`config.mk`:
```
export PLATFORM = sky130hd
export DESIGN_NAME = modpoly_stream_reader
export DESIGN_NICKNAME = d
export VERILOG_FILES = /design/src/rtl/modpoly_stream_reader.sv
export SDC_FILE = /design/constraint.sdc
export NUM_CORES = 1
export LEC_CHECK = 0
export ABC_CLOCK_PERIOD_IN_PS = 4800
export BUFFER_PORTS_ARGS = -buffer_cell sky130_fd_sc_hd__buf_2
export CAP_MARGIN = 5
export CORE_ASPECT_RATIO = 1.25
export CORE_MARGIN = 2
export CORE_UTILIZATION = 45
export CTS_CLUSTER_DIAMETER = 60
export DETAILED_ROUTE_END_ITERATION = 16
export PLACE_DENSITY_LB_ADDON = 0.3
export SLEW_MARGIN = 10
export SYNTH_ARGS = -nofsm -noshare
export SYNTH_HDL_FRONTEND = slang
export SYNTH_SLANG_ARGS = --single-unit
```
`constraint.sdc`:
```
create_clock -name clk -period 4.8 [get_ports clk]
set_input_delay 0.48 -clock clk [delete_from_list [all_inputs] [get_ports clk]]
set_output_delay 0.48 -clock clk [all_outputs]
set_load 0.1 [all_outputs]
```
`src/rtl/modpoly_stream_reader.sv`:
```
// Read-side sequencer for the polynomial coefficient RAMs: walks len addresses from base
// and streams each coefficient out over valid/ready with index and last markers.
module modpoly_stream_reader #(
  parameter int unsigned RAM_WIDTH     = 13,
  parameter int unsigned RAM_ADDR_BITS = 11
) (
  input  logic                     clk,
  input  logic                     rst_n,
  input  logic                     start,
  input  logic [RAM_ADDR_BITS-1:0] base,
  input  logic [RAM_ADDR_BITS-1:0] len,
  input  logic                     abort,
  output logic [RAM_ADDR_BITS-1:0] read_address,
  input  logic [RAM_WIDTH-1:0]     output_data,
  output logic [RAM_WIDTH-1:0]     coef_data,
  output logic                     coef_valid,
  input  logic                     coef_ready,
  output logic [RAM_ADDR_BITS-1:0] coef_index,
  output logic                     coef_last,
  output logic                     busy,
  output logic                     done
);

  localparam int unsigned AW = RAM_ADDR_BITS;
  localparam int unsigned DW = RAM_WIDTH;

  typedef enum logic [1:0] {
    IDLE  = 2'd0,
    RUN   = 2'd1,
    FLUSH = 2'd2
  } state_t;

  state_t state, state_d;

  logic [AW-1:0] addr;
  logic [AW-1:0] rem;
  logic [AW-1:0] idx;

  logic start_c;
  logic zero_job_c;
  logic load_c;
  logic accept_c;
  logic finish_c;

  // The RAM is addressed straight from the address register.
  assign read_address = addr;

  always_ff @(posedge clk or negedge rst_n) begin
    if (!rst_n) begin
      state <= IDLE;
    end else begin
      state <= state_d;
    end
  end

  // Next-state and per-cycle control strobes; abort overrides everything.
  always_comb begin
    state_d    = state;
    start_c    = 1'b0;
    zero_job_c = 1'b0;
    load_c     = 1'b0;
    finish_c   = 1'b0;
    accept_c   = coef_valid && coef_ready;
    if (abort) begin
      state_d = IDLE;
    end else begin
      case (state)
        IDLE: begin
          if (start) begin
            start_c = 1'b1;
            if (len == '0) begin
              zero_job_c = 1'b1;
            end else begin
              state_d = RUN;
            end
          end
        end
        RUN: begin
          load_c = (!coef_valid || coef_ready) && (rem != '0);
          if (load_c && (rem == AW'(1))) begin
            state_d = FLUSH;
          end
        end
        FLUSH: begin
          if (accept_c) begin
            finish_c = 1'b1;
            state_d  = IDLE;
          end
        end
        default: state_d = IDLE;
      endcase
    end
  end

  // Job counters and the registered output beat.
  always_ff @(posedge clk or negedge rst_n) begin
    if (!rst_n) begin
      addr       <= '0;
      rem        <= '0;
      idx        <= '0;
      coef_data  <= '0;
      coef_valid <= 1'b0;
      coef_index <= '0;
      coef_last  <= 1'b0;
      busy       <= 1'b0;
      done       <= 1'b0;
    end else begin
      done <= zero_job_c || finish_c;
      busy <= (state_d != IDLE);
      if (abort) begin
        coef_valid <= 1'b0;
        coef_last  <= 1'b0;
      end else if (start_c) begin
        addr <= base;
        rem  <= len;
        idx  <= '0;
      end else if (load_c) begin
        coef_data  <= DW'(output_data);
        coef_valid <= 1'b1;
        coef_index <= idx;
        coef_last  <= (rem == AW'(1));
        addr       <= addr + AW'(1);
        idx        <= idx + AW'(1);
        rem        <= rem - AW'(1);
      end else if (finish_c) begin
        coef_valid <= 1'b0;
        coef_last  <= 1'b0;
      end else if (accept_c) begin
        coef_valid <= 1'b0;
      end
    end
  end

endmodule

```
==> results.py, run 1 <==
metrics = {
    "drt": {
        "drc": 0,
        "num_vias": 2736,
        "drt_first_pass_iters": 4,
        "initialDrtViolationCount": 181,
        "viasPerCell": 5.344,
        "wl_um": 7422,
        "ant_nets": 0,
        "wire_per_inst_um": 14.50,
    },
    "pwr": {
        "intPower_w": 0.001007,
        "power.switching_w": 0.0009136,
        "clkPwrFrac_pct": 24.0,
        "pwr-share-seq_pct": 37.2,
        "ir_worst_vdd_mv": 0.2767,
        "p_comb_share_pct": 38.8,
        "p_leak_nw": 1.855,
        "switching_share_pct": 47.57,
        "power_density_nw_per_um2": 518.4,
    },
    "worst_setup_path": {
        "cp.required_ns": 5.07,
        "crit_family": "simple AND/OR/NAND/NOR gates",
        "worst-path-buf-inv": 1,
        "cpPeakStageDelay_ns": 0.53,
        "critPathLaunchType": "flip-flop",
        "path_class": "reg -> reg",
        "endpoint_kind": "flip-flop",
        "worst_path_max_delay_cell": "or4_1",
        "worstSetupStartpoint": "state[1]",
        "path_max_fanout": 39,
        "timing.rr.start": "state[1]",
        "critPathArrivalTime_ns": 2.81,
        "path_cells": "nor2_1 > nand3_1 > or2_1 > buf_4 > or4_1 > a21oi_1",
    },
    "layout": {
        "finalNetCount": 465,
        "area_growth_pct": 21.10,
        "design_area_sq_um": 3705,
        "drive_gt1_share_pct": 23.53,
        "regArea_sq_um": 1577,
        "diodes": 0,
        "fillers": 611,
        "multi_input_area_sq_um": 1373,
    },
    "run_status": {
        "status": "finished, final reports clean",
    },
    "floorplan": {
        "dieWidth_um": 77.75,
        "dieArea_sq_um": 7478,
        "initial_utilization_pct": 46.60,
        "design.core.area_sq_um": 6565,
        "die_y_um": 96.19,
        "io_pins": 79,
        "num_rows": 33,
    },
    "cts": {
        "clk_latency_ns": 0.35,
        "root_buffer": "clkbuf_8",
        "clock_path_buffers": 2,
        "post_cts_buffers": 0,
        "numClockSinks": 63,
        "cts_tree": "done",
        "cts_made_buffers": 9,
        "ctsHoldBuffers": 0,
        "cts_resized": 0,
        "htree_levels": 3,
        "clk_pin_slew_worst_paths_ns": 0.08,
    },
    "place": {
        "place_area_sq_um": 3508,
        "dp_hpwl_um": 5014,
        "portBuffers": 78,
        "gp_congestion": 0.8817,
    },
    "synth": {
        "netlist_instances": 346,
        "ys_seq_area_share_pct": 51.53,
        "synth_ff_type": "dfrtp_1",
        "syn-num-nets": 391,
        "synthArstFlopShare_pct": 100.0,
        "yosys.area.top_type": "dfrtp_1",
        "synth_warnings": 0,
        "ys_types": 43,
        "synth_area_sq_um": 3059,
        "syn_area_per_cell_sq_um": 8.842,
        "synth.top_cell.area_share_pct": 51.53,
        "synth_edf_count": 0,
        "ys_top_cells_by_area": "dfrtp_1 (52%), nand2_1 (12%), a21oi_1 (2.6%)",
        "synth.ff_latch_count": 63,
    },
    "timing": {
        "period_minus_slack_ns": 2.537,
        "hold_viol": 0,
        "finalCritPeriodShare_pct": 52.86,
        "tns_ns": 0,
        "rsz0062_at_grt": "no",
        "fmax_ghz": 0.3941,
        "report.final.setup_viol": 0,
        "fin_skew_ns": 0.01095,
        "maxSlewViolCount": 0,
        "maxSlewHeadroom_pct": 44.03,
        "worst_pin_slew_ns": 0.8395,
    },
    "global_route": {
        "grt_max_degree": 64,
        "grt_pass1_wl_um": 12150,
        "grt.overflow.total": 0,
        "grtUsageTotal_pct": 20.98,
        "antenna_found_initial": 0,
        "grt_pass1_vias": 2595,
    },
    "hold_path": {
        "hold_path.class": "in -> async",
    },
    "run": {
        "maxCapViolations": 0,
    },
}
==> cell families (layout without fill, tap and decap cells) <==
logic type	after synthesis	in the layout	share of synthesized area [%]
buffers and inverters	27	106	3.844
xor gates and xnor gates	8	8	2.290
AOI/OAI and AO/OA	59	59	12.47
DFF	63	63	51.53
adders and majority gates	5	5	2.045
and+or+nand+nor	181	181	26.83
muxes	3	3	0.9816
==> cell type report <==
class	count	area share, %
repair buffers	82	11.35
inverters	8	0.8105
clock inverters	7	1.959
well taps	87	2.938
flip-flops and latches	63	42.55
clock buffers	9	3.343
multi-input cells	256	37.05
==> layout by cell type, fill, tap and decap left out, types with 4 or more instances in the layout <==
cell type,instances
buf_4,4
nor3_1,13
xnor2_1,8
o21ai_0,13
buf_2,78
and3_1,4
nor2_1,19
clkbuf_8,9
o211ai_1,4
dfrtp_1,63
nand3_1,10
nand2_1,98
inv_1,8
ha_1,5
nor4_1,8
a21oi_1,16
nand4_1,7
or3_1,6
==> power groups by stage <==
stage / clock network (W) / logic, W / registers (W)
floorplan: 0 / 0.000193 / 0.00112
global placement: 0 / 0.000741 / 0.000717
detailed placement: 0 / 0.000747 / 0.000722
CTS: 0.000474 / 0.000749 / 0.000713
global route: 0.000501 / 0.000791 / 0.000730
finish: 0.000461 / 0.000745 / 0.000715
==> cells in the mapped netlist, drive strengths merged, types with 6 or more instances <==
library cell  number
a21oi             16
clkbuf            14
dfrtp             63
inv                8
nand2             98
nand3             10
nand4              7
nor2              20
nor3              14
nor4               8
o21ai             13
or3                6
xnor2              8
==> path summary, 6_finish.rpt <==
path	slack, ns	depth (start not counted)	endpoint
setup / recovery	2.26	6	idx[6]
hold / removal	0.30	2	rem[4]
setup reg to reg	2.26	6	idx[6]
hold reg to reg	0.47	2	coef_data[4]
max in group asynchronous	3.96	2	coef_index[3]
min in group clk	0.32	3	coef_data[1]
==> metal layers <==
layer  up-vias  routed length [um]  GRT usage, %
li1       1360                   -             -
met1      1277                3281         27.33
met2        84                3527         32.76
met3        15                 412         4.315
met4         0                 201         11.76
met5         -                   0             0
==> state kept, by name, summed over array words and instances, names as in the netlist <==
name	count
read_address	11
busy	1
idx	11
coef_data	13
state	2
coef_valid	1
coef_index	11
done	1
rem	11
coef_last	1
==> metrics by stage <==
stage / hold WS, ns / power (W) / utilization [%] / setup slack, ns / cells
3_5_place_dp: 0.4571 / 0.001469 / 53.44 / 2.089 / 496
4_1_cts: 0.3028 / 0.001936 / 56.43 / 2.245 / 512
3_3_place_gp: 0.4541 / 0.001458 / 53.44 / 2.204 / 496
5_1_grt: 0.3125 / 0.002022 / 56.43 / 2.069 / 512
2_1_floorplan: 0.1844 / 0.001317 / - / 2.584 / 346
6_report: 0.2984 / 0.001921 / 56.43 / 2.263 / 512
No activity file was read; power rests on OpenSTA's default activity.
==> inputs of run 2 (changes only) <==
- ABC_CLOCK_PERIOD_IN_PS: 4800 -> 2500
- clock period: 4.8 -> 2.5 ns (I/O delays scaled with it)
==> run 2 against run 1 <==
Clock power grew 110%. Non-clock buffer count grew 8. Sequential share of layout area shrank 0.89 points. Core utilization grew 1.2 points. Sequential cell count is the same. Largest cell class unchanged. Global-route usage grew 0.81 points. Highest routed layer unchanged.
==> results.py, run 2 (synthesis gave the netlist of run 1 again) <==
metrics = {
    "worst_setup_path": {
        "critPathLaunchType": "flip-flop",
        "timing.critical_path.to": "rem[5]",
        "path_class": "reg -> reg",
        "crit_cells": 6,
        "worst-path-buf-inv": 1,
        "worstSetupStartpoint": "rem[3]",
        "worst_path_max_delay_cell": "and4_1",
        "r2r_cells": 6,
        "crit_family": "simple AND/OR/NAND/NOR gates",
        "timing.rr.start": "rem[3]",
        "cpPeakStageDelay_ns": 0.51,
        "cp.required_ns": 2.74,
        "path_cells": "nor3_1 > and4_1 > or2_1 > buf_4 > nor4_1 > a211o_1",
        "r2r-end": "rem[5]",
        "path_max_fanout": 22,
        "endpoint_kind": "flip-flop",
        "r2r_setup_slack_ns": 0.26,
        "critPathArrivalTime_ns": 2.48,
    },
    "layout": {
        "fillers": 616,
        "drive_gt1_share_pct": 24.48,
        "layout_common_cells": "nand2_1 (98), buf_2 (78), dfrtp_1 (63)",
        "largest_register_ffs": 13,
        "layout_commonest_cell": "nand2_1",
        "diodes": 0,
        "regArea_sq_um": 1577,
        "utilization_pct": 57.63,
        "area_growth_pct": 23.68,
        "largest-register": "coef_data",
        "finalNetCount": 473,
        "multi_input_area_sq_um": 1373,
    },
    "cts": {
        "cts_tree": "done",
        "htree_levels": 3,
        "cts_resized": 0,
        "post_cts_buffers": 0,
        "root_buffer": "clkbuf_8",
        "clk_pin_slew_worst_paths_ns": 0.07,
        "ctsHoldBuffers": 1,
        "clock_path_buffers": 2,
        "numClockSinks": 63,
        "cts_made_buffers": 9,
        "clk_latency_ns": 0.35,
    },
    "timing": {
        "finalWorstSetupSlack_ns": 0.2551,
        "report.final.setup_viol": 0,
        "maxSlewViolCount": 0,
        "rsz0062_at_grt": "no",
        "worst_pin_slew_ns": 0.7433,
        "fin_skew_ns": 0.004641,
        "period_minus_slack_ns": 2.245,
        "fmax_ghz": 0.4455,
        "hold_viol": 0,
        "maxSlewHeadroom_pct": 50.39,
        "tns_ns": 0,
        "finalCritPeriodShare_pct": 89.79,
    },
    "global_route": {
        "grt_max_degree": 24,
        "grtUsageTotal_pct": 21.78,
        "antenna_found_initial": 0,
        "grt.overflow.total": 0,
        "grt_pass1_vias": 2654,
        "grt_pass1_wl_um": 12560,
    },
    "drt": {
        "drt_first_pass_iters": 4,
        "ant_nets": 0,
        "num_vias": 2808,
        "wire_per_inst_um": 14.84,
        "drc": 0,
        "viasPerCell": 5.400,
        "wl_um": 7715,
        "initialDrtViolationCount": 241,
    },
    "floorplan": {
        "design.core.area_sq_um": 6565,
        "io_pins": 79,
        "die_y_um": 96.19,
        "num_rows": 33,
        "dieWidth_um": 77.75,
        "initial_utilization_pct": 46.60,
        "dieArea_sq_um": 7478,
    },
    "hold_path": {
        "hold_path.class": "in -> reg",
        "hold_depth": 3,
    },
    "pwr": {
        "power_density_nw_per_um2": 1001,
        "p_leak_nw": 1.900,
        "ir_worst_vdd_mv": 0.5409,
    },
    "run": {
        "maxCapViolations": 0,
    },
    "place": {
        "portBuffers": 78,
        "gp_congestion": 0.8571,
        "dp_hpwl_um": 5465,
        "post-place-ws_ns": 0.2775,
    },
    "run_status": {
        "status": "finished, final reports clean",
    },
}
## run 2: cell types whose count changed in the layout (fill, tap and decap cells not counted), sizes merged
cell,delta
inv,-1
clkinv,-1
clkbuf,+1
buf,+7
bufinv,+1
dlygate4sd3,+1
## run 2: where the power goes
part,leakage (nW),switching [W],internal (W),total [W]
logic,0.995,0.00116,0.000290,0.00145
clock network,0.102,0.000410,0.000558,0.000967
registers,0.802,0.000179,0.00119,0.00137
total,1.90,0.00175,0.00204,0.00379
## run 2: worst register-to-register path, delay by kind of cell, from the launching register on
kind	cells	cell delay [ns]
simple gates	4	1.15
compound gates	1	0.27
buf+inv	1	0.29
flops	1	0.43
## run 2: final cells by class
| type | instances | share of cell area (%) |
|---|---|---|
| sequential | 63 | 41.67 |
| multi-input combinational | 256 | 36.28 |
| timing repair buffer | 90 | 12.76 |
| clock buffer | 10 | 3.373 |
| tap | 87 | 2.877 |
| clock inverter | 6 | 2.249 |
| inverter | 8 | 0.7937 |
## run 2: how the worst min path moves through the flow
stage / start / endpoint
2_1_floorplan: rst_n / busy
3_5_place_dp: rst_n / read_address[1]
3_3_place_gp: rst_n / read_address[1]
4_1_cts: output_data[1] / coef_data[1]
5_1_grt: output_data[1] / coef_data[1]
6_report: output_data[1] / coef_data[1]
## run 2: metal layers
| layer | global-route usage [%] | share of wire [%] | wire [um] |
|---|---|---|---|
| met1 | 26.99 | 44 | 3404 |
| met2 | 36.21 | 49 | 3806 |
| met3 | 4.690 | 4.5 | 346 |
| met4 | 10.71 | 2.0 | 157 |
| met5 | 0 | 0 | 0 |
## run 2: through the flow
stage / std cells / cell area (sq um) / power [W] / hold WS [ns]
final: 520 / 3784 / 0.003788 / 0.08348
after global routing: 520 / 3784 / 0.003958 / 0.09052
after CTS: 520 / 3784 / 0.003805 / 0.07936
after detailed placement: 503 / 3561 / 0.002835 / 0.2375
after global placement: 503 / 3561 / 0.002807 / 0.2297
after floorplan: 346 / 3059 / 0.002528 / -0.04559
==> inputs of run 3 (changes only) <==
- CTS_BUF_LIST: default -> sky130_fd_sc_hd__clkbuf_16
==> run 3 against run 2 <==
Combinational power about the same. Routed wire length increased by 1.4%. Non-clock buffer count is the same. Critical path depth unchanged. First-iteration DRC count up 2.9%. Sequential share of layout area down 1.1 points. Register-to-register slack improved by 0.02 ns. Largest cell class unchanged.
==> results.py, run 3 (synthesis gave the netlist of run 1 again) <==
metrics = {
    "floorplan": {
        "io_pins": 79,
        "dieWidth_um": 77.75,
        "initial_utilization_pct": 46.60,
        "die_y_um": 96.19,
        "design.core.area_sq_um": 6565,
        "dieArea_sq_um": 7478,
        "num_rows": 33,
    },
    "worst_setup_path": {
        "path_class": "reg -> reg",
        "crit_cells": 6,
        "critPathLaunchType": "flip-flop",
        "worst_path_max_delay_cell": "and4_1",
        "cp.required_ns": 2.72,
        "endpoint_kind": "flip-flop",
        "path_cells": "nor3_1 > and4_1 > or2_1 > buf_4 > nor4_1 > a211o_1",
        "r2r-end": "rem[5]",
        "r2r_cells": 6,
        "timing.rr.start": "rem[3]",
        "crit_family": "simple AND/OR/NAND/NOR gates",
        "worst-path-buf-inv": 1,
        "r2r_setup_slack_ns": 0.27,
        "path_max_fanout": 22,
        "cpPeakStageDelay_ns": 0.49,
        "critPathArrivalTime_ns": 2.44,
    },
    "cts": {
        "clock_path_buffers": 2,
        "htree_levels": 3,
        "post_cts_buffers": 0,
        "numClockSinks": 63,
        "clk_latency_ns": 0.33,
        "root_buffer": "clkbuf_16",
        "cts_tree": "done",
        "cts_made_buffers": 9,
        "clk_pin_slew_worst_paths_ns": 0.06,
    },
    "drt": {
        "viasPerCell": 5.465,
        "drt_first_pass_iters": 4,
        "num_vias": 2842,
        "drc": 0,
        "wire_per_inst_um": 15.04,
        "ant_nets": 0,
        "initialDrtViolationCount": 248,
        "wl_um": 7821,
    },
    "hold_path": {
        "min_from": "output_data[1]",
        "hold_path.class": "in -> reg",
        "hold_depth": 3,
        "min_to": "coef_data[1]",
    },
    "pwr": {
        "power_density_nw_per_um2": 1066,
        "power_w": 0.004143,
        "ir_worst_vdd_mv": 0.5803,
        "p_leak_nw": 1.950,
    },
    "run_status": {
        "status": "finished, final reports clean",
    },
    "layout": {
        "area_growth_pct": 26.99,
        "layout_commonest_cell": "nand2_1",
        "diodes": 0,
        "drive_gt1_share_pct": 24.48,
        "utilization_pct": 59.18,
        "largest-register": "coef_data",
        "largest_register_ffs": 13,
        "fillers": 606,
        "layout_common_cells": "nand2_1 (98), buf_2 (78), dfrtp_1 (63)",
        "regArea_sq_um": 1577,
        "multi_input_area_sq_um": 1373,
        "finalNetCount": 473,
    },
    "run": {
        "maxCapViolations": 0,
    },
    "timing": {
        "report.final.setup_viol": 0,
        "fmax_ghz": 0.4492,
        "hold_viol": 0,
        "maxSlewViolCount": 0,
        "tns_ns": 0,
        "period_minus_slack_ns": 2.226,
        "fin_skew_ns": 0.007103,
        "rsz0062_at_grt": "no",
        "worst_pin_slew_ns": 0.7805,
        "finalCritPeriodShare_pct": 89.05,
        "maxSlewHeadroom_pct": 47.91,
    },
    "place": {
        "gp_congestion": 0.8571,
        "dp_hpwl_um": 5465,
        "portBuffers": 78,
    },
    "global_route": {
        "grt.overflow.total": 0,
        "grt_max_degree": 24,
        "antenna_found_initial": 0,
        "grtUsageTotal_pct": 22.11,
        "grt_pass1_vias": 2689,
        "grt_pass1_wl_um": 12770,
    },
}
[run 3: cell count changes in the layout (fill, tap and decap cells not counted), sizes merged]
cell and delta:
clkbuf -1, inv +1
[run 3: stage by stage]
step                      cells  hold WS, ns  instance area (sq um)  worst slack, ns
after CTS                   520       0.1038                   3885           0.2790
after floorplan             346     -0.04559                   3059           0.2837
after global routing        520       0.1183                   3885           0.1682
after detailed placement    503       0.2375                   3561           0.2775
final                       520       0.1042                   3885           0.2736
after global placement      503       0.2297                   3561           0.3703
[run 3: layout make-up]
type / instances / share of cell area, %
Inverter: 8 / 0.7729
Timing Repair Buffer: 90 / 12.43
Clock inverter: 7 / 2.287
Tap cell: 87 / 2.802
Clock buffer: 9 / 5.797
Multi-Input combinational cell: 256 / 35.33
Sequential cell: 63 / 40.58
[run 3: power breakdown]
part | internal (W) | switching [W] | total [W]
sequential | 0.00119 | 0.000179 | 0.00137
clock | 0.000864 | 0.000456 | 0.00132
combinational | 0.000290 | 0.00116 | 0.00145
[run 3: worst max-delay path by stage]
stage | startpoint | endpoint | slack [ns]
global placement | rem[7] | rem[5] | 0.37
detailed placement | rem[3] | rem[3] | 0.28
CTS | rem[3] | rem[5] | 0.28
global route | rem[3] | rem[5] | 0.17
finish | rem[3] | rem[5] | 0.27
floorplan | coef_valid | coef_data[0] | 0.28
[run 3: worst min-delay path: stages]
cell	delay (ns)
buf_2	0.07
nand2_1	0.04
nand2_1	0.04
[run 3: layer usage]
layer | part of all wire [%] | wire (um) | up-vias | GRT usage (%)
met2 | 49 | 3859 | 91 | 36.57
met5 | 0 | 0 | - | 0
met4 | 1.3 | 101 | 0 | 12.50
met1 | 43 | 3389 | 1374 | 27.49
li1 | - | - | 1366 | -
met3 | 6.0 | 471 | 11 | 3.846
[run 3: timing repair]
action                                  in CTS  in global routing
hold endpoints to repair                    18                  0
resized for setup                            0                  0
endpoints found under the setup margin       0                  0
hold buffers                                 1                  0
